### src/rtl/game_pkg.sv
// rtl/game_pkg.sv - shared states, screen codes, IR key codes and tick-period helper for game_flow_ctrl
package game_pkg;

    typedef logic [1:0] state_t;

    localparam state_t ST_START = 2'd0;
    localparam state_t ST_PLAY  = 2'd1;
    localparam state_t ST_PAUSE = 2'd2;
    localparam state_t ST_OVER  = 2'd3;

    typedef enum logic [1:0] {
        START_SCR = 2'd0,
        GAME_SCR  = 2'd1,
        END_SCR   = 2'd2
    } screen_t;

    // Decoded NEC frames from the handheld remote
    localparam logic [31:0] UP      = 32'h00FF_18E7;
    localparam logic [31:0] DOWN    = 32'h00FF_4AB5;
    localparam logic [31:0] LEFT    = 32'h00FF_10EF;
    localparam logic [31:0] RIGHT   = 32'h00FF_5AA5;
    localparam logic [31:0] ENTER   = 32'h00FF_38C7;
    localparam logic [31:0] MENU    = 32'h00FF_A25D;
    localparam logic [31:0] DIGIT_1 = 32'h00FF_30CF;
    localparam logic [31:0] DIGIT_2 = 32'h00FF_629D;
    localparam logic [31:0] DIGIT_3 = 32'h00FF_7A85;
    localparam logic [31:0] DIGIT_4 = 32'h00FF_22DD;
    localparam logic [31:0] DIGIT_5 = 32'h00FF_02FD;
    localparam logic [31:0] DIGIT_6 = 32'h00FF_C23D;
    localparam logic [31:0] DIGIT_7 = 32'h00FF_E01F;
    localparam logic [31:0] DIGIT_8 = 32'h00FF_A857;
    localparam logic [31:0] DIGIT_9 = 32'h00FF_906F;

    function automatic logic [3:0] key_digit(input logic [31:0] key);
        case (key)
            DIGIT_1: return 4'd1;
            DIGIT_2: return 4'd2;
            DIGIT_3: return 4'd3;
            DIGIT_4: return 4'd4;
            DIGIT_5: return 4'd5;
            DIGIT_6: return 4'd6;
            DIGIT_7: return 4'd7;
            DIGIT_8: return 4'd8;
            DIGIT_9: return 4'd9;
            default: return 4'd0;
        endcase
    endfunction

    // Only ever called with constant arguments, so it folds away at elaboration
    function automatic logic [31:0] tick_period(input int clk_hz, input int base_hz,
                                                input int step_hz, input int lvl);
        return 32'(clk_hz / (base_hz + step_hz * (lvl - 1)));
    endfunction

endpackage

### src/rtl/tick_gen.sv
// rtl/tick_gen.sv - loadable down-counter emitting a one-cycle tick every `period` enabled cycles
module tick_gen #(
    parameter int CNT_W = 32
) (
    input  logic             clk,
    input  logic             rst,
    input  logic             enable,
    input  logic             clear,
    input  logic [CNT_W-1:0] period,
    output logic             tick
);

    logic [CNT_W-1:0] cnt;

    // cnt==0 means "reload on the next enabled cycle"; that cycle counts as the first of the period
    always_ff @(posedge clk or posedge rst) begin
        if (rst) begin
            cnt  <= '0;
            tick <= 1'b0;
        end else begin
            tick <= 1'b0;
            if (clear) begin
                cnt <= '0;
            end else if (enable) begin
                if (cnt == '0) begin
                    if (period <= CNT_W'(1))
                        tick <= 1'b1;
                    else
                        cnt <= period - CNT_W'(1);
                end else if (cnt == CNT_W'(1)) begin
                    cnt  <= '0;
                    tick <= 1'b1;
                end else begin
                    cnt <= cnt - CNT_W'(1);
                end
            end
        end
    end

endmodule

### src/rtl/game_flow_ctrl.sv
// rtl/game_flow_ctrl.sv - snake game menu/play/pause/over flow, level select, score and tick timing
// Optional high-score register enabled by defining HIGH_SCORE_EN.
module game_flow_ctrl
    import game_pkg::*;
#(
    parameter int CLK_HZ        = 50_000_000,
    parameter int NUM_LEVELS    = 6,
    parameter int DEFAULT_LEVEL = 4,
    parameter int BASE_HZ       = 2,
    parameter int STEP_HZ       = 2,
    parameter int SCORE_W       = 12
) (
    input  logic               CLOCK_50,
    input  logic               reset,
    input  logic [31:0]        key_word,
    input  logic               key_valid,
    input  logic               food_eaten,
    input  logic               game_over,
    output logic               game_enable,
    output logic               game_tick,
    output logic [3:0]         level,
    output logic [SCORE_W-1:0] score,
    output logic [SCORE_W-1:0] high_score,
    output screen_t            screen
);

    localparam logic [3:0]  MAX_LEVEL   = 4'(NUM_LEVELS);
    localparam logic [3:0]  RESET_LEVEL = 4'(DEFAULT_LEVEL);
    localparam logic [31:0] PERIOD_1 = tick_period(CLK_HZ, BASE_HZ, STEP_HZ, 1);
    localparam logic [31:0] PERIOD_2 = tick_period(CLK_HZ, BASE_HZ, STEP_HZ, 2);
    localparam logic [31:0] PERIOD_3 = tick_period(CLK_HZ, BASE_HZ, STEP_HZ, 3);
    localparam logic [31:0] PERIOD_4 = tick_period(CLK_HZ, BASE_HZ, STEP_HZ, 4);
    localparam logic [31:0] PERIOD_5 = tick_period(CLK_HZ, BASE_HZ, STEP_HZ, 5);
    localparam logic [31:0] PERIOD_6 = tick_period(CLK_HZ, BASE_HZ, STEP_HZ, 6);
    localparam logic [31:0] PERIOD_7 = tick_period(CLK_HZ, BASE_HZ, STEP_HZ, 7);
    localparam logic [31:0] PERIOD_8 = tick_period(CLK_HZ, BASE_HZ, STEP_HZ, 8);
    localparam logic [31:0] PERIOD_9 = tick_period(CLK_HZ, BASE_HZ, STEP_HZ, 9);

    state_t             state;
    state_t             state_nxt;
    logic [3:0]         digit;
    logic               key_enter;
    logic               key_menu;
    logic [31:0]        period_sel;
    logic [SCORE_W:0]   score_sum;
    logic [SCORE_W-1:0] score_inc;
    logic [SCORE_W-1:0] score_nxt;
    logic               tick_en;

    assign digit     = key_digit(key_word);
    assign key_enter = key_valid && (key_word == ENTER);
    assign key_menu  = key_valid && (key_word == MENU);

    always_comb begin
        state_nxt = state;
        case (state)
            ST_START: if (key_enter) state_nxt = ST_PLAY;
            ST_PLAY: begin
                if (game_over)      state_nxt = ST_OVER;
                else if (key_enter) state_nxt = ST_PAUSE;
            end
            ST_PAUSE: begin
                if (key_enter)     state_nxt = ST_PLAY;
                else if (key_menu) state_nxt = ST_START;
            end
            default: if (key_menu) state_nxt = ST_START;
        endcase
    end

    always_comb begin
        case (level)
            4'd1:    period_sel = PERIOD_1;
            4'd2:    period_sel = PERIOD_2;
            4'd3:    period_sel = PERIOD_3;
            4'd4:    period_sel = PERIOD_4;
            4'd5:    period_sel = PERIOD_5;
            4'd6:    period_sel = PERIOD_6;
            4'd7:    period_sel = PERIOD_7;
            4'd8:    period_sel = PERIOD_8;
            4'd9:    period_sel = PERIOD_9;
            default: period_sel = PERIOD_1;
        endcase
    end

    assign score_sum = {1'b0, score} + (SCORE_W+1)'(level);
    assign score_inc = score_sum[SCORE_W] ? '1 : score_sum[SCORE_W-1:0];

    always_comb begin
        score_nxt = score;
        if (state == ST_START && key_enter)
            score_nxt = '0;
        else if (state == ST_PLAY && food_eaten)
            score_nxt = score_inc;
    end

    always_ff @(posedge CLOCK_50 or posedge reset) begin
        if (reset) begin
            state  <= ST_START;
            level  <= RESET_LEVEL;
            score  <= '0;
            screen <= START_SCR;
        end else begin
            state <= state_nxt;
            score <= score_nxt;
            if (state == ST_START && key_valid && digit != 4'd0 && digit <= MAX_LEVEL)
                level <= digit;
            case (state_nxt)
                ST_START: screen <= START_SCR;
                ST_OVER:  screen <= END_SCR;
                default:  screen <= GAME_SCR;
            endcase
        end
    end

    assign game_enable = (state == ST_PLAY) || (state == ST_PAUSE);

    // The count only advances on cycles that stay in PLAY, so leaving never emits a stray tick
    assign tick_en = (state == ST_PLAY) && (state_nxt == ST_PLAY);

    tick_gen #(
        .CNT_W(32)
    ) u_tick_gen (
        .clk    (CLOCK_50),
        .rst    (reset),
        .enable (tick_en),
        .clear  (state == ST_START),
        .period (period_sel),
        .tick   (game_tick)
    );

`ifdef HIGH_SCORE_EN
    logic [SCORE_W-1:0] high_score_q;

    always_ff @(posedge CLOCK_50 or posedge reset) begin
        if (reset)
            high_score_q <= '0;
        else if (state == ST_PLAY && state_nxt == ST_OVER && score_nxt > high_score_q)
            high_score_q <= score_nxt;
    end

    assign high_score = high_score_q;
`else
    assign high_score = '0;
`endif

endmodule

### config.mk
export PLATFORM = sky130hd
export DESIGN_NAME = game_flow_ctrl
export DESIGN_NICKNAME = d
export VERILOG_FILES = /design/src/rtl/game_pkg.sv /design/src/rtl/tick_gen.sv /design/src/rtl/game_flow_ctrl.sv
export SDC_FILE = /design/constraint.sdc
export NUM_CORES = 1
export LEC_CHECK = 0
export CAP_MARGIN = 5
export CORE_ASPECT_RATIO = 1.75
export CORE_MARGIN = 3
export CORE_UTILIZATION = 50
export DETAILED_ROUTE_END_ITERATION = 6
export PLACE_DENSITY = 0.76
export SYNTH_ARGS = -nofsm -noshare
export SYNTH_HDL_FRONTEND = slang
export SYNTH_SLANG_ARGS = --single-unit
### constraint.sdc
create_clock -name CLOCK_50 -period 3.7 [get_ports CLOCK_50]
set_input_delay 1.11 -clock CLOCK_50 [delete_from_list [all_inputs] [get_ports CLOCK_50]]
set_output_delay 1.11 -clock CLOCK_50 [all_outputs]
set_load 0.05 [all_outputs]
==> results by group <==
Worst setup path
  • Worst path bufs/invs: 2
  • WS Path Type: in -> reg
  • CP required: between 3 and 4 ns
  • R2R cell count: 10
  • Cell mode on critical path: nor4_4
  • CP max-delay cell: or4_4
  • Crit start category: primary input
  • Delay-heaviest family, CP: simple AND/OR/NAND/NOR gates
  • Slowest stage delay, CP: ~0.55 ns
  • Crit end category: flip-flop
  • Worst EP arrival: a little under 4 ns
  • Critical Path Fanout Max: 20
  • Levels on crit path: 13
  • CP Cell Sequence: clkbuf_2 > or4_4 > nor4_4 > nand4_1 > a21oi_2 > or2_4 > o32a_1 > ha_4 > nand3_4 > nor4_4 > buf_12 > nor3b_2 > a211o_1

Hold path
  • WHS Path Cells: 1
  • HP Class: reg -> reg

Flow run
  • Max-Cap Viols: 0

Routing
  • Post-route ant nets: 0
  • First-pass iteration count of the detailed router: 5
  • Iter 0 DRT Violations: 384
  • DRC violations left: 0
  • Routed wire length: 13100 um
  • Vias post-DR: 4472
  • Vias per cell: roughly 6.5
  • Wire length per cell: 18.9 um

Clock network
  • Clk_lat worst skew: 0.30 ns
  • CTS tree: built
  • CTS clock-pin slew for the worst setup and hold paths: 0.07 ns
  • Clk buf depth: 2
  • Sink Count: 53
  • H-Tree Level Count: 2
  • CTS Buf Count: 5
  • Root buffer cell: clkbuf_16

STA
  • Max Clock Skew: 0.00913 ns
  • Fin crit period: 3.74 ns
  • Worst hold slack: 0.499 ns
  • Final setup viols: 6
  • Slew headroom: 55.3%
  • RSZ-0062 raised after global routing: yes
  • Setup ws final: -0.0425 ns
  • Final Max Slew Viols: 0
  • Slew @ Worst Pin: around 0.67 ns
  • Fmax: approximately 0.27 GHz
  • Final Cycle Share: 101%
  • Hold Fails Final Rpt: 0

Cells and area
  • Fin area: about 5600 sq um
  • Non-Filler Instances: 691
  • Area Growth Syn to Fin: 39.1%
  • Layout cells sized above 1: 23.1%
  • Nets: 655
  • Antenna diode count: 0

Global routing
  • Largest net degree at the start of global routing: 32
  • GRT Util Overall: 26.5%
  • Number of global-route vias before repair: 4427
  • First-pass GRT wire length: 19700 um
  • Initial antenna violation count: 0
  • Overflow after GRT: 0

Place
  • DP Wirelength: 8950 um
  • Placed instance area: 5110 sq um
  • DP Cell Count: 668
  • Pre-CTS WS: -0.657 ns
  • Port Buf Inserts: 56
  • Final GP Congestion: slightly above 0.9

Floorplanning
  • Chip width: 74.1 um
  • Site Rows: 42
  • Full die area: 9280 sq um
  • Core footprint: 7720 sq um
  • Initial Util: a little over half
  • Die Y: approximately 130 um
  • I/O Pins: 69

Synth
  • Avg Inst Size Synth: 8.30 sq um
  • Post-synth cell types: 65
  • Asr flop ratio synth: 100%
  • Post-synthesis register bit count: 53
  • Mapped Area: 4060 sq um
  • Sequential area share after synthesis: 32.7%
  • Predominant post-synthesis flop cell: dfrtp_1
  • Synth warnings: 0
  • Gate Count Post-Synth: 489
  • Post-synth EDFFs: 0

Power
  • Sw Ratio: 40.7%
  • Worst vdd ir: about 0.00042 V
  • Reg power frac: 26.9%
  • Comb pwr share: 53.4%
  • Pwr/cell area: between 400 and 500 nW/um^2
  • Clock group share of total power: 19.6%
  • Switch Pwr: 0.000989 W
  • Leakage Power: 2.58 nW
  • Internal power: 0.00144 W

Status
  • Status: finished with violations
  • Failing checks: setup timing
path summary, 6_finish.rpt:
path,startpoint,to,slack (ns)
min in group asynchronous,reset,u_tick_gen.cnt[10],1.17
min,u_tick_gen.cnt[25],u_tick_gen.cnt[25],0.50
max in group asynchronous,reset,level[2],1.91
min reg2reg,u_tick_gen.cnt[25],u_tick_gen.cnt[25],0.50
max reg2reg,state[1],u_tick_gen.cnt[7],0.78
max,key_word[31],u_tick_gen.cnt[7],-0.04
cell families after synthesis:
family | after synthesis | synth area share [%]
AOI/OAI and AO/OA | 131 | 21.1
DFF | 53 | 32.7
buffers and inverters | 47 | 5.82
adders and majority gates | 15 | 4.81
and+or+nand+nor | 225 | 31.7
xor gates and xnor gates | 14 | 3.02
other | 1 | 0.0924
muxes | 3 | 0.740
per-layer routing:
| layer | global-route usage [%] | up-vias | share of wire, % |
|---|---|---|---|
| met5 | 0 | - | 0 |
| met4 | 16.1 | 0 | 6.3 |
| met3 | 3.94 | 74 | 5.5 |
| met2 | 46.6 | 228 | 53 |
| met1 | 28.4 | 2130 | 35 |
| li1 | - | 2040 | - |
cell usage in the layout, fill, tap and decap left out, types with 9 or more instances in the layout:
master / count
buf_4: 57
dfrtp_1: 52
nor2_1: 49
nand2_1: 39
clkdlybuf4s50_1: 30
nor3_1: 22
o21ai_0: 21
nand3_1: 18
a21oi_1: 17
o211ai_1: 13
ha_1: 13
inv_1: 12
conb_1: 12
dlygate4sd2_1: 11
nand4_1: 10
o21ai_1: 10
buf_6: 10
nor4bb_1: 9
per-stage QoR:
stage	utilization (%)	TNS, ns	power [W]
floorplan	-	-0.0859	0.00121
global placement	66.1	-13.89	0.00156
detailed placement	66.1	-18.24	0.00158
CTS	68.7	0	0.00208
global route	73.1	-2.98	0.00252
finish	73.1	-0.116	0.00243
synthesized netlist by cell type (7+ instances only):
master    number  share of area (%)
dfrtp_1       52                 32
nor2_1        51                4.7
nand2_1       42                3.9
o21ai_0       28                3.5
a21oi_1       27                3.3
nor3_1        22                2.7
nand3_1       21                2.6
clkbuf_1      14                1.3
ha_1          14                4.3
buf_4         13                2.4
inv_1         13                1.2
o211ai_1      13                2.4
nor4bb_1      11                2.7
a22oi_1       10                1.8
nand4_1       10                1.5
or3_1          8                1.2
and3_1         7                1.1
xnor2_1        7                1.5
xor2_1         7                1.5
state kept, by name, summed over array words and instances, names as in the netlist:
register         flops
state                2
screen               2
level                4
score               12
u_tick_gen.cnt      32
u_tick_gen.tick      1
power by group through the flow:
stage / combinational [W] / clock, W / sequential (W)
detailed placement: 0.000918 / 0 / 0.000662
CTS: 0.000940 / 0.000483 / 0.000652
floorplan: 0.000478 / 0 / 0.000733
finish: 0.00130 / 0.000477 / 0.000654
global route: 0.00136 / 0.000498 / 0.000660
global placement: 0.000894 / 0 / 0.000662
area by class of cell:
cell class	instances	area, sq um
Timing Repair Buffer	128	1200
Sequential cell	53	1330
Clock buffer	6	139
Clock inverter	1	7.51
Fill cell	561	2080
Inverter	15	56.3
Multi-Input combinational cell	400	2810
Tap cell	88	110
repair_timing:
item                       CTS  global route
setup endpoints to repair   32            32
buffers inserted             6             7
pin swaps                   17            25
cloned                       0             3
hold buffers                 0             0
gates resized for setup     36            64
Power figures use the tool's default switching activity.
